`src/rtl/uart_pkg.sv`:
```
// Shared types for the parametrised UART receive path.
// Parity modes, receiver states and error-flag bit positions.
package uart_pkg;

   typedef enum logic [1:0] {
      PAR_NONE = 2'b00,
      PAR_EVEN = 2'b01,
      PAR_ODD  = 2'b10
   } parity_mode_e;

   typedef enum logic [2:0] {
      IDLE,
      START,
      DATA,
      PARITY,
      STOP,
      BREAK_WAIT
   } rx_state_e;

   localparam int ERR_FRAME  = 0;
   localparam int ERR_PARITY = 1;

endpackage

```
`src/rtl/sync_fifo.sv`:
```
// First-word-fall-through FIFO with occupancy and sticky overflow.
// Pointers carry an extra MSB so full and empty can be told apart.
module sync_fifo #(
   parameter int WIDTH = 10,
   parameter int DEPTH = 16,
   parameter int AW    = $clog2(DEPTH)
) (
   input  logic             clk,
   input  logic             rst,
   input  logic             clr,
   input  logic             push,
   input  logic [WIDTH-1:0] wdata,
   input  logic             pop,
   output logic [WIDTH-1:0] rdata,
   output logic             valid,
   output logic [AW:0]      level,
   output logic             overflow
);

   logic [WIDTH-1:0] mem [DEPTH];
   logic [AW:0]      wptr;
   logic [AW:0]      rptr;
   logic             full;
   logic             do_pop;
   logic             do_push;

   assign level = wptr - rptr;
   assign valid = (wptr != rptr);
   assign full  = (wptr[AW] != rptr[AW]) &&
                  (wptr[AW-1:0] == rptr[AW-1:0]);

   // A pop frees the slot a same-cycle push needs when full.
   assign do_pop  = pop && valid && !clr;
   assign do_push = push && !clr && (!full || do_pop);

   assign rdata = valid ? mem[rptr[AW-1:0]] : '0;

   always_ff @(posedge clk) begin
      if (rst) begin
         wptr     <= '0;
         rptr     <= '0;
         overflow <= 1'b0;
      end else if (clr) begin
         wptr     <= '0;
         rptr     <= '0;
         overflow <= 1'b0;
      end else begin
         if (do_pop)
            rptr <= rptr + 1'b1;
         if (do_push)
            wptr <= wptr + 1'b1;
         if (push && !do_push)
            overflow <= 1'b1;
      end
   end

   always_ff @(posedge clk) begin
      if (do_push && !rst)
         mem[wptr[AW-1:0]] <= wdata;
   end

endmodule

```
`src/rtl/uart_rx_fifo.sv`:
```
// UART receiver with configurable framing feeding an FWFT FIFO.
// Frame settings are latched at start-bit detection.
module uart_rx_fifo
   import uart_pkg::*;
#(
   parameter int DATA_BITS   = 8,
   parameter int FIFO_DEPTH  = 16,
   parameter int DIV_W       = 32,
   parameter int SYNC_STAGES = 2
) (
   input  logic                          clk_i,
   input  logic                          rst_i,
   input  logic                          rx_i,
   input  logic [DIV_W-1:0]              divider_i,
   input  logic [1:0]                    parity_mode_i,
   input  logic                          two_stop_i,
   output logic [DATA_BITS-1:0]          rdata_o,
   output logic [1:0]                    rerr_o,
   output logic                          rvalid_o,
   input  logic                          rready_i,
   output logic                          overflow_o,
   input  logic                          clr_i,
   output logic                          busy_o,
   output logic [$clog2(FIFO_DEPTH):0]   level_o
);

   localparam logic [3:0] LAST_BIT = 4'(DATA_BITS - 1);

   logic [SYNC_STAGES-1:0] sync;
   logic                   rxs;
   rx_state_e              state;
   logic [DIV_W-1:0]       cnt;
   logic [DIV_W-1:0]       div;
   logic [3:0]             nbit;
   logic [DATA_BITS-1:0]   shreg;
   parity_mode_e           pmode;
   logic                   two;
   logic                   stop_n;
   logic                   perr;
   logic                   ferr;
   logic                   ferr_now;
   logic [1:0]             err_now;
   logic                   tick;
   logic                   push;
   logic [DATA_BITS+1:0]   pdata;
   logic [DATA_BITS+1:0]   fdata;

   assign rxs      = sync[SYNC_STAGES-1];
   assign tick     = (cnt == '0);
   assign busy_o   = (state != IDLE);
   assign ferr_now = ferr | ~rxs;

   always_comb begin
      err_now             = '0;
      err_now[ERR_FRAME]  = ferr_now;
      err_now[ERR_PARITY] = perr;
   end

   always_ff @(posedge clk_i) begin
      if (rst_i)
         sync <= '1;
      else
         sync <= {sync[SYNC_STAGES-2:0], rx_i};
   end

   always_ff @(posedge clk_i) begin
      if (rst_i) begin
         state  <= IDLE;
         cnt    <= '0;
         div    <= '0;
         nbit   <= '0;
         shreg  <= '0;
         pmode  <= PAR_NONE;
         two    <= 1'b0;
         stop_n <= 1'b0;
         perr   <= 1'b0;
         ferr   <= 1'b0;
         push   <= 1'b0;
         pdata  <= '0;
      end else begin
         push <= 1'b0;
         if (!tick)
            cnt <= cnt - 1'b1;
         case (state)
            IDLE: begin
               if (!rxs) begin
                  state  <= START;
                  cnt    <= divider_i >> 1;
                  div    <= divider_i;
                  two    <= two_stop_i;
                  pmode  <= (parity_mode_i == 2'b11) ?
                            PAR_NONE :
                            parity_mode_e'(parity_mode_i);
                  nbit   <= '0;
                  stop_n <= 1'b0;
                  perr   <= 1'b0;
                  ferr   <= 1'b0;
               end
            end
            START: begin
               if (tick) begin
                  if (rxs) begin
                     state <= IDLE;
                  end else begin
                     cnt   <= div - 1'b1;
                     state <= DATA;
                  end
               end
            end
            DATA: begin
               if (tick) begin
                  cnt   <= div - 1'b1;
                  shreg <= {rxs, shreg[DATA_BITS-1:1]};
                  if (nbit == LAST_BIT) begin
                     nbit  <= '0;
                     state <= (pmode == PAR_NONE) ?
                              STOP : PARITY;
                  end else begin
                     nbit <= nbit + 1'b1;
                  end
               end
            end
            PARITY: begin
               if (tick) begin
                  cnt   <= div - 1'b1;
                  perr  <= (^shreg ^ rxs) !=
                           (pmode == PAR_ODD);
                  state <= STOP;
               end
            end
            STOP: begin
               if (tick) begin
                  cnt <= div - 1'b1;
                  if (two && !stop_n) begin
                     stop_n <= 1'b1;
                     ferr   <= ferr_now;
                  end else begin
                     push  <= 1'b1;
                     pdata <= {err_now, shreg};
                     // A framing error on all-zero data is a line break.
                     state <= (ferr_now && shreg == '0) ?
                              BREAK_WAIT : IDLE;
                  end
               end
            end
            BREAK_WAIT: begin
               if (rxs)
                  state <= IDLE;
            end
            default: state <= IDLE;
         endcase
      end
   end

   sync_fifo #(
      .WIDTH (DATA_BITS + 2),
      .DEPTH (FIFO_DEPTH)
   ) u_fifo (
      .clk      (clk_i),
      .rst      (rst_i),
      .clr      (clr_i),
      .push     (push),
      .wdata    (pdata),
      .pop      (rready_i),
      .rdata    (fdata),
      .valid    (rvalid_o),
      .level    (level_o),
      .overflow (overflow_o)
   );

   assign rdata_o = fdata[DATA_BITS-1:0];
   assign rerr_o  = fdata[DATA_BITS+1:DATA_BITS];

endmodule

```
`config.mk`:
```
export PLATFORM = sky130hd
export DESIGN_NAME = uart_rx_fifo
export DESIGN_NICKNAME = d
export VERILOG_FILES = /design/src/rtl/uart_pkg.sv /design/src/rtl/sync_fifo.sv /design/src/rtl/uart_rx_fifo.sv
export SDC_FILE = /design/constraint.sdc
export NUM_CORES = 1
export LEC_CHECK = 0
export CORE_MARGIN = 4
export CORE_UTILIZATION = 40
export CTS_BUF_LIST = sky130_fd_sc_hd__clkbuf_4 sky130_fd_sc_hd__clkbuf_8
export CTS_CLUSTER_DIAMETER = 40
export DETAILED_ROUTE_END_ITERATION = 8
export GPL_TIMING_DRIVEN = 0
export PLACE_DENSITY = 0.62
export SKIP_CTS_REPAIR_TIMING = 1
export SYNTH_ARGS = -nofsm -noshare
export SYNTH_HDL_FRONTEND = slang
export SYNTH_SLANG_ARGS = --single-unit
```
`constraint.sdc`:
```
create_clock -name clk_i -period 3.05 [get_ports clk_i]
set_input_delay 0.305 -clock clk_i [delete_from_list [all_inputs] [get_ports clk_i]]
set_output_delay 0.305 -clock clk_i [all_outputs]
set_load 0.01 [all_outputs]
```
==> run_results.csv <==
group,metric,value,unit
sta,hold_ws,306,ps
power,ir_drop,366,uV
job,maxCapViolations,0,
cells_and_area,fin_cells,1555,
floorplan,start_util,0.408,
worst_setup_path,crit_fanout,10,
sta,worst_slew_pin_slew,1100,ps
logic_synthesis,synth-edff-count,160,
clock_network,clockRootBuffer,"clkbuf_8",
global_route,use_met3,0.0305,
logic_synthesis,async_reset_ff_frac,0,
worst_setup_path,rr_worst_depth,10,
place,hpwl,20500,um
logic_synthesis,synth-main-ff-cell,"edfxtp_1",
global_route,grt_util_met1,0.246,
logic_synthesis,yosys_warnings,0,
power,power_density,652,mW/mm^2
floorplan,core-area,0.0299,sq mm
logic_synthesis,post-synth-top-area-cell,"edfxtp_1",
routing,detail_route.wl_per_cell,19.0,um
logic_synthesis,synth-seq-cells,273,
clock_network,path_clk_slew,60,ps
hold_path,min_to,"div[0]",
floorplan,die_x,183,um
place,placed_area,0.0133,sq mm
routing,postRouteWirelength,29600,um
floorplan,die_area,0.0334,sq mm
sta,final-hold-violation-count,0,
sta,period_share,0.961,
cells_and_area,syn2layout_area_growth,18.2,%
worst_setup_path,worstReg2RegEnd,"cnt[27]",
global_route,grt-busiest-layer,"met2",
sta,fmax,341,MHz
routing,route.detailed.drc,0,
global_route,antenna_found_initial,0,
hold_path,hold_class,"in -> reg",
clock_network,clock-sinks,273,
logic_synthesis,synth.avg_cell_area,12.0,sq um
global_route,grt_pass1_vias,8433,
cells_and_area,nNetsFinal,1190,
sta,worst_slack,120,ps
logic_synthesis,syn_area,0.0122,sq mm
worst_setup_path,start_kind,"flop",
floorplan,fp.dieH,183,um
sta,slew_viol_final,0,
place,port_buffers,57,
logic_synthesis,synthTopCellsByArea,"edfxtp_1, dfxtp_1, mux4_2",
logic_synthesis,syn_inst,1017,
sta,relSlewSlack,0.260,
floorplan,fp-row-count,63,
global_route,grtUsageMet2,0.292,
power,comb_power_share,0.206,
routing,drtAntennaViolNets,0,
worst_setup_path,path_class,"reg -> out",
place,dp_slack,26.1,ps
sta,skew,21.2,ps
power,switching_share,0.295,
cells_and_area,n_antenna_cell,0,
power,p_clk_frac,0.344,
power,seqPwrFrac,0.451,
routing,drt_iter0_drc,618,
worst_setup_path,cp-end-kind,"output pin",
routing,vias,8385,
power,intPower,6.62,mW
worst_setup_path,ff2ff_setup_slack,190,ps
cells_and_area,seq_area,0.00707,sq mm
global_route,grt_pass1_wl,46600,um
logic_synthesis,ys_types,68,
clock_network,cts-buffers-inserted,46,
logic_synthesis,yosysSeqAreaShare,0.579,
hold_path,hold_path_startpoint,"divider_i[0]",
sta,min_period,2930,ps
clock_network,clock_latency,560,ps
global_route,grtUsageTotal,0.177,
routing,vias_per_cell,5.39,
routing,drtPass1Iterations,5,
global_route,grt_overflow_total,0,
clock_network,clk_path_buf_depth,3,
cells_and_area,nFillCells,2668,
cells_and_area,stdcell_area,0.0144,sq mm
place,dpl.cell_count,1464,
status,outcome,"finished, final reports clean",
worst_setup_path,crit_arrival,2620,ps
clock_network,cts_max_level,2,
worst_setup_path,crit_required,2740,ps
place,gp_congestion,0.860,
hold_path,hold_path_depth,3,
global_route,grt_max_degree,18,
floorplan,io_pins,58,
worst_setup_path,r2r_start,"cnt[0]",
power,power.net_switching,2.78,mW
cells_and_area,drive_gt1_frac,0.156,
sta,setup_violations,0,
logic_synthesis,synth_top_area_frac,0.394,
cells_and_area,final_core_util,0.483,
clock_network,cts_tree,"done",
logic_synthesis,synth_nets,1074,
cells_and_area,multiInputGateArea,0.00488,sq mm
power,power.leakage,4.96,nW
-- logic make-up after synthesis --
group | count (synthesis) | share of synthesized area
fa+ha+maj | 17 | 0.0180
buf+inv | 78 | 0.0246
xor+xnor | 64 | 0.0459
compound gates | 176 | 0.0898
simple gates | 356 | 0.148
flops | 273 | 0.579
mux | 53 | 0.0948
-- worst max-delay path: stages, from the launching register on --
cell and delay (ps):
dfxtp_4 440, buf_12 160, buf_4 110, mux4_2 550, mux4_2 500, nor2b_1 140
dlymetal6s2s_1 160
-- per-layer routing --
| layer | vias to the layer above | part of all wire |
|---|---|---|
| li1 | 4014 | - |
| met1 | 4102 | 0.45 |
| met2 | 220 | 0.48 |
| met3 | 49 | 0.051 |
| met4 | 0 | 0.015 |
| met5 | - | 0 |
-- cell usage in the layout (no fill, tap or decap), types with 15 or more instances in the layout --
| cell type | Yosys | routed |
|---|---|---|
| clkbuf_8 | 0 | 48 |
| clkdlybuf4s50_1 | 0 | 46 |
| nor4_1 | 22 | 22 |
| clkbuf_4 | 0 | 20 |
| or3_1 | 15 | 15 |
| o22ai_1 | 15 | 15 |
| o21ai_0 | 19 | 19 |
| edfxtp_1 | 160 | 160 |
| inv_1 | 27 | 27 |
| nand2_1 | 150 | 150 |
| mux4_2 | 50 | 50 |
| nor2_1 | 59 | 56 |
| nor3_1 | 28 | 27 |
| xor2_1 | 21 | 21 |
| nor2b_1 | 17 | 17 |
| a21oi_1 | 74 | 74 |
| ha_1 | 16 | 15 |
| clkbuf_1 | 43 | 34 |
| xnor2_1 | 43 | 43 |
| dfxtp_1 | 113 | 110 |
-- cells in the mapped netlist, drive strengths merged (5+ instances only) --
library cell and n:
ha 16, inv 27, or2 7, clkbuf 43
o22ai 15, or3 15, mux4 50, o41ai 5
xor2 21, a21boi 13, nand4 8, edfxtp 160
dfxtp 113, a21o 5, nand3 11, nand2 150
nor3 31, nor4 27, a21oi 74, buf 8
nor3b 5, xnor2 43, o21ai 21, nor2b 17
or4 9, nor2 60, a31oi 8
-- flip-flops by register name, indices dropped and copies added, names as in the netlist, 2 cells and up, named ones only --
register / flops
state: 3
u_fifo.mem: 160
pdata: 10
nbit: 4
u_fifo.rptr: 5
shreg: 8
div: 32
sync: 2
cnt: 32
u_fifo.wptr: 5
pmode: 2
-- power by group through the flow --
stage / logic, mW / clock network, mW / registers [mW]
floorplan: 1.44 / 0 / 4.26
global placement: 1.85 / 0 / 4.30
detailed placement: 1.86 / 0 / 4.31
CTS: 1.88 / 3.31 / 4.23
global route: 2.13 / 3.49 / 4.26
finish: 1.93 / 3.23 / 4.24
-- how the worst max path moves through the flow --
stage | start | to | slack, ps
global route | u_fifo.wptr[2] | u_fifo.mem[2][3] | -10
CTS | flop | rdata_o[7] | -560
floorplan | cnt[0] | cnt[27] | 690
global placement | state[1] | div[0] | 20
finish | flop | rdata_o[7] | 120
detailed placement | state[1] | two | 30
-- final cells by class --
type | instances | area share
Sequential cell | 273 | 0.490
Inverter | 27 | 0.00703
Clock buffer | 63 | 0.0536
Multi-Input combinational cell | 666 | 0.338
Clock inverter | 17 | 0.00946
Buffer | 49 | 0.0191
Tap cell | 390 | 0.0338
Timing Repair Buffer | 70 | 0.0482
-- per-stage QoR --
step	TNS (ps)	total power, mW
3_5_place_dp	0	6.17
5_1_grt	-131	9.89
4_1_cts	-5530	9.42
6_report	0	9.40
2_1_floorplan	0	5.70
3_3_place_gp	0	6.15
Power figures use the tool's default switching activity.
